--- config.mk ---
export PLATFORM = sky130hd
export DESIGN_NAME = wb_rr_arbiter
export DESIGN_NICKNAME = d
export VERILOG_FILES = /design/src/rtl/wb_rr_arbiter.sv
export SDC_FILE = /design/constraint.sdc
export NUM_CORES = 1
export LEC_CHECK = 0
export BUFFER_PORTS_ARGS = -buffer_cell sky130_fd_sc_hd__buf_2
export CAP_MARGIN = 5
export CORE_AREA = 2 2 149 151
export DETAILED_ROUTE_END_ITERATION = 10
export DIE_AREA = 0 0 151 153
export GPL_TIMING_DRIVEN = 1
export SYNTH_ARGS = -nofsm -noshare
export SYNTH_HDL_FRONTEND = slang
export SYNTH_SLANG_ARGS = --single-unit
--- constraint.sdc ---
create_clock -name wb_clk_i -period 3.7 [get_ports wb_clk_i]
set_input_delay 0.185 -clock wb_clk_i [delete_from_list [all_inputs] [get_ports wb_clk_i]]
set_output_delay 0.185 -clock wb_clk_i [all_outputs]
set_load 0.01 [all_outputs]
--- src/rtl/wb_rr_arbiter.sv ---
// Round-robin Wishbone B3 arbiter: NUM_MASTERS masters share one slave port, ownership held for a whole CYC.
// Define WB_ARB_TIMEOUT_EN to add a stall watchdog that aborts the owner's cycle with a one-cycle error.
module wb_rr_arbiter #(
  parameter int NUM_MASTERS    = 3,
  parameter int AW             = 32,
  parameter int DW             = 32,
  parameter int TIMEOUT_CYCLES = 255
) (
  input  logic                          wb_clk_i,
  input  logic                          wb_rst_n_i,
  input  logic [NUM_MASTERS*AW-1:0]     m_adr_i,
  input  logic [NUM_MASTERS*DW-1:0]     m_dat_i,
  input  logic [NUM_MASTERS*(DW/8)-1:0] m_sel_i,
  input  logic [NUM_MASTERS-1:0]        m_we_i,
  input  logic [NUM_MASTERS-1:0]        m_cyc_i,
  input  logic [NUM_MASTERS-1:0]        m_stb_i,
  input  logic [NUM_MASTERS*3-1:0]      m_cti_i,
  input  logic [NUM_MASTERS*2-1:0]      m_bte_i,
  output logic [DW-1:0]                 m_dat_o,
  output logic [NUM_MASTERS-1:0]        m_ack_o,
  output logic [NUM_MASTERS-1:0]        m_err_o,
  output logic [NUM_MASTERS-1:0]        m_rty_o,
  output logic [AW-1:0]                 s_adr_o,
  output logic [DW-1:0]                 s_dat_o,
  output logic [DW/8-1:0]               s_sel_o,
  output logic                          s_we_o,
  output logic                          s_cyc_o,
  output logic                          s_stb_o,
  output logic [2:0]                    s_cti_o,
  output logic [1:0]                    s_bte_o,
  input  logic [DW-1:0]                 s_dat_i,
  input  logic                          s_ack_i,
  input  logic                          s_err_i,
  input  logic                          s_rty_i,
  output logic [NUM_MASTERS-1:0]        grant_o
);

  localparam int IW = (NUM_MASTERS > 1) ? $clog2(NUM_MASTERS) : 1;
  localparam int SW = DW / 8;
  localparam logic [IW:0] NM = (IW + 1)'(NUM_MASTERS);

  if (NUM_MASTERS < 2 || NUM_MASTERS > 8 || TIMEOUT_CYCLES < 1 || TIMEOUT_CYCLES > 65535) begin : g_bad_params
    $error("wb_rr_arbiter: NUM_MASTERS or TIMEOUT_CYCLES out of range");
  end

  typedef enum logic [1:0] {
    IDLE  = 2'd0,
    BUSY  = 2'd1
`ifdef WB_ARB_TIMEOUT_EN
    , ABORT = 2'd2
`endif
  } state_e;

  state_e                 state_q;
  logic [IW-1:0]          owner_q;
  logic [IW-1:0]          last_q;
  logic [NUM_MASTERS-1:0] grant_q;
  logic                   abort_err;
  logic                   s_resp;
  logic                   req_found;
  logic [IW-1:0]          req_idx;
  logic [IW:0]            scan_idx;
  logic [31:0]            owner_w;

  assign s_resp  = s_ack_i | s_err_i | s_rty_i;
  assign owner_w = 32'(owner_q);
  assign grant_o = grant_q;

  // First requester strictly after the previous owner, wrapping modulo NUM_MASTERS.
  always_comb begin
    req_found = 1'b0;
    req_idx   = '0;
    scan_idx  = '0;
    for (int i = 1; i <= NUM_MASTERS; i++) begin
      scan_idx = {1'b0, last_q} + (IW + 1)'(i);
      if (scan_idx >= NM) scan_idx = scan_idx - NM;
      if (!req_found && m_cyc_i[scan_idx[IW-1:0]]) begin
        req_found = 1'b1;
        req_idx   = scan_idx[IW-1:0];
      end
    end
  end

  always_comb begin
    s_adr_o = '0;
    s_dat_o = '0;
    s_sel_o = '0;
    s_we_o  = 1'b0;
    s_cyc_o = 1'b0;
    s_stb_o = 1'b0;
    s_cti_o = '0;
    s_bte_o = '0;
    m_dat_o = '0;
    if (state_q == BUSY) begin
      s_adr_o = m_adr_i[owner_w*AW +: AW];
      s_dat_o = m_dat_i[owner_w*DW +: DW];
      s_sel_o = m_sel_i[owner_w*SW +: SW];
      s_we_o  = m_we_i[owner_q];
      s_cyc_o = m_cyc_i[owner_q];
      s_stb_o = m_stb_i[owner_q];
      s_cti_o = m_cti_i[owner_w*3 +: 3];
      s_bte_o = m_bte_i[owner_w*2 +: 2];
      m_dat_o = s_dat_i;
    end
  end

  for (genvar gi = 0; gi < NUM_MASTERS; gi++) begin : g_resp
    logic owned_busy;
    assign owned_busy  = (state_q == BUSY) && grant_q[gi];
    assign m_ack_o[gi] = owned_busy & s_ack_i;
    assign m_rty_o[gi] = owned_busy & s_rty_i;
    assign m_err_o[gi] = (owned_busy & s_err_i) | (abort_err & grant_q[gi]);
  end

`ifdef WB_ARB_TIMEOUT_EN
  localparam logic [15:0] WDOG_LIMIT = 16'(TIMEOUT_CYCLES);
  logic [15:0] wdog_q;
  logic        abort_err_q;
  assign abort_err = abort_err_q;
`else
  assign abort_err = 1'b0;
`endif

  always_ff @(posedge wb_clk_i or negedge wb_rst_n_i) begin
    if (!wb_rst_n_i) begin
      state_q     <= IDLE;
      owner_q     <= '0;
      last_q      <= IW'(NUM_MASTERS - 1);
      grant_q     <= '0;
`ifdef WB_ARB_TIMEOUT_EN
      wdog_q      <= '0;
      abort_err_q <= 1'b0;
`endif
    end else begin
`ifdef WB_ARB_TIMEOUT_EN
      abort_err_q <= 1'b0;
`endif
      case (state_q)
        IDLE: begin
          if (req_found) begin
            state_q <= BUSY;
            owner_q <= req_idx;
            grant_q <= NUM_MASTERS'(1) << req_idx;
`ifdef WB_ARB_TIMEOUT_EN
            wdog_q  <= '0;
`endif
          end
        end
        BUSY: begin
          if (!m_cyc_i[owner_q]) begin
            state_q <= IDLE;
            last_q  <= owner_q;
            grant_q <= '0;
          end
`ifdef WB_ARB_TIMEOUT_EN
          // A response arriving on the limit cycle still completes normally.
          else if (wdog_q >= WDOG_LIMIT && s_stb_o && !s_resp) begin
            state_q     <= ABORT;
            abort_err_q <= 1'b1;
          end else if (s_resp) begin
            wdog_q <= '0;
          end else if (s_stb_o) begin
            wdog_q <= wdog_q + 16'd1;
          end
        end
        ABORT: begin
          if (!m_cyc_i[owner_q]) begin
            state_q <= IDLE;
            last_q  <= owner_q;
            grant_q <= '0;
          end
`endif
        end
        default: begin
          state_q <= IDLE;
          grant_q <= '0;
        end
      endcase
    end
  end

endmodule

### Yosys cells after proc, flatten, opt, wreduce, memory -nomap -nowiden

Cells that the tools add are included.

| word-level totals | value |
|---|---|
| output and inout bits | 120 |
| bits in registers | 9 |
| bits of input ports | 265 |

| cells by class | value |
|---|---|
| muxes and demuxes | 36 |
| $add $sub $neg | 6 |
| multiply operators | 1 |
| reduce and logical (&&, ||, !) cells | 11 |
| bitwise logic cells | 10 |
| order comparisons | 7 |
| equal/unequal tests | 3 |
| shift-type cells | 6 |

Operators with widths:

| kind | count |
|---|---|
| 96-bit by 8-bit variable part select with 32-bit output | 2 |
| 32-bit two-way mux | 3 |
| 2-bit two-way mux | 9 |
| 1-bit binary-select mux with 2-bit select | 6 |
| 2-bit by 3-bit < comparator with 1-bit output, second input constant | 4 |
| 1-bit two-way mux | 12 |
| 12-bit by 5-bit variable part select with 4-bit output | 1 |
| 1-bit AND | 9 |
| 3-bit by 2-bit >= comparator with 1-bit output, second input constant | 3 |
| 3-bit two-way mux | 3 |
| 9-bit by 5-bit variable part select with 3-bit output | 1 |
| 2-bit by 2-bit adder with 3-bit output, second input constant | 2 |
| 3-bit one-hot mux with 2 select lines | 1 |
| 2-bit AND reduction | 3 |
| 6-bit by 4-bit variable part select with 2-bit output | 1 |
| 2-bit subtractor, second input constant | 3 |
| 1-bit logical AND | 5 |
| 2-bit by 2-bit multiplier with 4-bit output, second input constant | 1 |
| 4-bit two-way mux | 1 |
| 2-bit != test, second input constant | 2 |
| 2-bit one-hot mux with 2 select lines | 1 |
| 2-bit by 1-bit adder with 3-bit output, second input constant | 1 |
| 1-bit by 2-bit left shift with 3-bit output, first input constant | 1 |
| 2-bit by 1-bit equality test with 1-bit output, second input constant | 1 |
| other kinds (3) | 4 |

### Longest topological paths before layout

| logic depth | value |
|---|---|
| depth in word-level cells | 15 |
| mapped depth | 9 |
| gate-level depth less buffers | 7 |

### Least setup slack after synthesis

No wires, ideal clock.

| path | value |
|---|---|
| path kind | reg2reg |
| from | register last_q[1] |
| to | register grant_q[2] (netlist: grant_o[2]) |
| clock period less this slack | 1.933 ns |
| arrival | 1.815 ns |
| setup slack | 1.767 ns |
| stages on the path, launching flop included | 10 |
| required time | 3.582 ns |
| path buffers | 2 |
| cell sequence | dfstp_2 inv_1 ha_1 buf_6 nand2b_1 a32oi_1 a31o_1 buf_6 nand2b_1 nand2_1 |

| between the ends | value |
|---|---|
| word-level cells in the longest chain between the ends | 15 |
| elaborated cells between the ends (all ways) | 33 |
| classes of those cells | add/sub (6); order compare (3); eq/ne (1); shift (1); mux (17); reduce/logical (5) |

Ends and longest elaborated chain:

| item | RTL line | RTL |
|---|---|---|
| start: declaration | 56 | `logic [IW-1:0] last_q;` |
| start signal: assignment | 128 | `last_q <= IW'(NUM_MASTERS - 1);` |
| start signal: assignment | 152 | `last_q <= owner_q;` |
| 2-bit by 1-bit adder with 3-bit output | 75 | `scan_idx = {1'b0, last_q} + (IW + 1)'(i);` |
| 3-bit by 2-bit >= comparator with 1-bit output / 2-bit subtractor (equally long branches) | 76 | `if (scan_idx >= NM) scan_idx = scan_idx - NM;` |
| 2-bit two-way mux | 76 |  |
| 1-bit binary-select mux with 2-bit select | 77 | `if (!req_found && m_cyc_i[scan_idx[IW-1:0]]) begin` |
| 1-bit two-way mux (not written as such) | 77 |  |
| 1-bit two-way mux | 77 |  |
| 1-bit logical NOT | 77 |  |
| 1-bit logical AND | 77 |  |
| 1-bit two-way mux | 77 |  |
| 1-bit logical NOT | 77 |  |
| 1-bit logical AND | 77 |  |
| 2-bit two-way mux | 77 |  |
| 1-bit by 2-bit left shift with 3-bit output | 143 | `grant_q <= NUM_MASTERS'(1) << req_idx;` |
| 3-bit two-way mux | 140 | `if (req_found) begin` |
| 3-bit one-hot mux with 2 select lines | 138 | `case (state_q)` |
| end signal: assignment | 143 |  |
| end: declaration | 57 | `logic [NUM_MASTERS-1:0] grant_q;` |

Parallel ways exist; a longest one is shown, timed or not. The select of a mux whose other input is x is not followed.
A chain may end at the register's enable or synchronous reset.

### Final worst setup path

| path | value |
|---|---|
| from | register owner_q[1] |
| to | output s_dat_o[22] |

| between the ends | value |
|---|---|
| word-level cells in the longest chain between the ends | 2 |

Ends and longest elaborated chain:

| item | RTL line | RTL |
|---|---|---|
| start: declaration | 55 | `logic [IW-1:0] owner_q;` |
| start signal: assignment | 142 | `owner_q <= req_idx;` |
| 96-bit by 8-bit variable part select with 32-bit output | 96 | `s_dat_o = m_dat_i[owner_w*DW +: DW];` |
| 32-bit two-way mux | 94 | `if (state_q == BUSY) begin` |
| end: declaration | 24 | `output logic [DW-1:0] s_dat_o,` |

Every way passes these cells.

==> summary.md <==
| Metric | Value |
|---|---|
| Drt total wl | 14300 um |
| Pleak | 2.70 nW |
| Clk root buf | clkbuf_16 |
| Initial DRC count | 170 |
| Slew Viols, Final | 0 |
| Dpl ws | 1.43 ns |
| Mapped Cells | 437 |
| Ys flop type | dfrtp_1 |
| Post-synth EDFFs | 0 |
| Most common cell after layout, fill and taps aside | buf_2 |
| Setup WS post-layout | 1.42 ns |
| Top cells by area, synth | mux2i_1 (27%), and2_1 (23%), o21ai_0 (13%) |
| Post-CTS setup repair buffer count | 0 |
| Buffers on Ports | 384 |
| Max stage delay on crit path | 0.61 ns |
| Inst Count DP | 1067 |
| Initial Util | 0.134 |
| Syn avg cell area | 6.59 sq um |
| Outcome | finished clean |
| Sequence of cells on the critical path | buf_4, mux2i_1, o21ai_0, and2_1, buf_2 |
| CTS max path bufs | 2 |
| Met3 usage | 0.0119 |
| Worst EP arrival | 2.10 ns |
| Final RePlAce weighted congestion | 0.802 |
| Peak supply drop | 0.000765 V |
| Max-capacitance violation count | 0 |
| Met2 Use GR | 0.217 |
| Final Hold Viols | 0 |
| Tmin final | 2.28 ns |
| Mean number of vias per cell | 3.99 |
| Initial antenna violation count | 0 |
| CP endpoint kind | output pin |
| Setup Crit Path Kind | reg2out |
| Final setup fails | 0 |
| Pin count of the biggest net entering global routing | 81 |
| Num ports | 385 |
| CP Max Fanout | 47 |
| Clock sink count | 8 |
| Fmax achieved | 438 MHz |
| Post-CTS Hold Fix Bufs | 1 |
| Met1 global-route usage | 0.133 |
| Crit start category | flip-flop |
| Die width | 151 um |
| HPWL after DPL | 11400 um |
| CTS tree | yes |
| Worst Path Required | 3.51 ns |
| Setup Skew | 0.00324 ns |
| Post-synth ARST share | 1.00 |
| First-pass GRT wire length | 20700 um |
| H-Tree Depth | 1 |
| Most frequent cells in the layout | buf_2 (384), and2_1 (108), nand2_1 (81), mux2i_1 (77), o21ai_0 (76) |
| Post-route ant nets | 0 |
| Synth Net Count | 705 |
| Area of the core | 0.0215 sq mm |
| Total CTS buffers | 3 |
| Slew @ Worst Pin | 0.834 ns |
| DR vias | 4278 |
| RSZ-0062 raised after global routing | no |
| Post-route insts no fill | 1073 |
| Syn. warnings | 0 |
| Relative slew margins | 0.444 |
| Worst-skew pair later-pin latency | 0.23 ns |
| Yosys top cell by area | mux2i_1 |
| Reg clk slew, reported paths | 0.04 ns |
| Die area | 0.0231 sq mm |
| Seq/Total Area, Yosys | 0.0700 |
| Wire per inst | 13.3 um |
| Netlist Area Pre-Place | 0.00288 sq mm |
| Vias in the first global route | 4013 |
| Synth top area share | 0.268 |
| Worst hold-check path type | in2async |
| Worst hold slack | 0.314 ns |
| Yosys cell types | 35 |
| GRT busiest layer | met2 |
| Core Rows | 54 |
| Final worst-path cycle share | 0.617 |
| Drc violations | 0 |
| Layout cells sized above 1 | 0.509 |
| CTS resizes | 0 |
| Power density cells | 558 mW/mm^2 |
| Layout Nets | 1061 |
| Overflow after GRT | 0 |
| Slowest-stage cell, CP | buf_4 |
| Flops & latches, synth | 8 |
| Global Route Usage Sum | 0.111 |
| Number of iterations in the first detailed-routing pass | 4 |
| Die Y | 153 um |
| Setup TNS | 0 ns |
| Synth-to-Final Area Change | 77.6% |
Yosys cell counts, types with 2 or more instances:
cell / instances
nand2_1: 81
a32o_1: 2
clkbuf_1: 22
o21ai_0: 76
dfrtp_1: 7
ha_1: 3
mux2i_1: 77
and2_1: 108
nand2b_1: 6
buf_2: 14
buf_4: 3
mux2_2: 3
buf_6: 2
nand3_1: 3
inv_1: 2
and3_1: 9
metrics by stage:
step / power (mW) / area, sq um / util
after floorplan: 1.81 / 2880 / -
after global placement: 2.66 / 5020 / 0.234
after detailed placement: 2.70 / 5020 / 0.234
after CTS: 2.89 / 5110 / 0.238
after global routing: 3.15 / 5110 / 0.238
final: 2.85 / 5110 / 0.238
kinds of logic (layout without fill, tap and decap cells):
family,after synthesis,in the layout,share of synthesized area
fa+ha+maj,3,3,0.0130
compound gates,91,91,0.177
buf+inv,43,398,0.0713
other cells,0,1,0
simple gates,212,212,0.389
flops,8,8,0.0700
mux,80,80,0.280
flip-flops by register name (all words and copies together), names as in the netlist:
register / cells
grant_o: 3
last_q: 2
owner_q: 2
state_q: 1
worst max-delay path, delay by kind of cell, from the launching register on:
kind	cells	cell delay, ns
AOI/OAI and AO/OA	1	0.12
buffers and inverters	2	0.74
DFF	1	0.42
muxes	1	0.33
and+or+nand+nor	1	0.20
metal layers:
metal | wire length [um] | vias to the layer above | part of all wire
li1 | - | 2194 | -
met4 | 44 | 0 | 0.0031
met3 | 956 | 6 | 0.067
met5 | 0 | - | 0
met2 | 7310 | 162 | 0.51
met1 | 5950 | 1916 | 0.42
power breakdown:
part	total, mW	leakage, nW	internal (mW)	switching [mW]
Clock	0.188	0.0382	0.144	0.0440
Sequential	0.234	0.0961	0.129	0.105
Combinational	2.43	2.57	1.11	1.32
worst paths after layout:
check                                       startpoint                endpoint  slack (ns)  cells after the start
worst max-delay path            owner_q[1]$_DFFE_PN0P_             s_dat_o[22]        1.42                      5
worst min-delay path                        wb_rst_n_i  grant_o[0]$_DFFE_PN0P_        0.31                      2
worst max register to register   last_q[1]$_DFFE_PN1P_  owner_q[1]$_DFFE_PN0P_        1.42                      7
worst min register to register   last_q[1]$_DFFE_PN1P_   last_q[1]$_DFFE_PN1P_        0.58                      1
max in group asynchronous                   wb_rst_n_i   last_q[1]$_DFFE_PN1P_        3.15                      2
min in group wb_clk_i                       m_cyc_i[1]  grant_o[1]$_DFFE_PN0P_        0.33                      3
final cells by class:
type,count,area (sq um)
Timing Repair Buffer,392,1980
Clock buffer,4,78.8
Multi-Input combinational cell,386,2480
Sequential cell,8,208
Tap cell,280,350
Antenna cell,1,2.50
Fill cell,2435,16400
Inverter,2,7.51
Note: power is estimated with default switching activity, not from simulation.
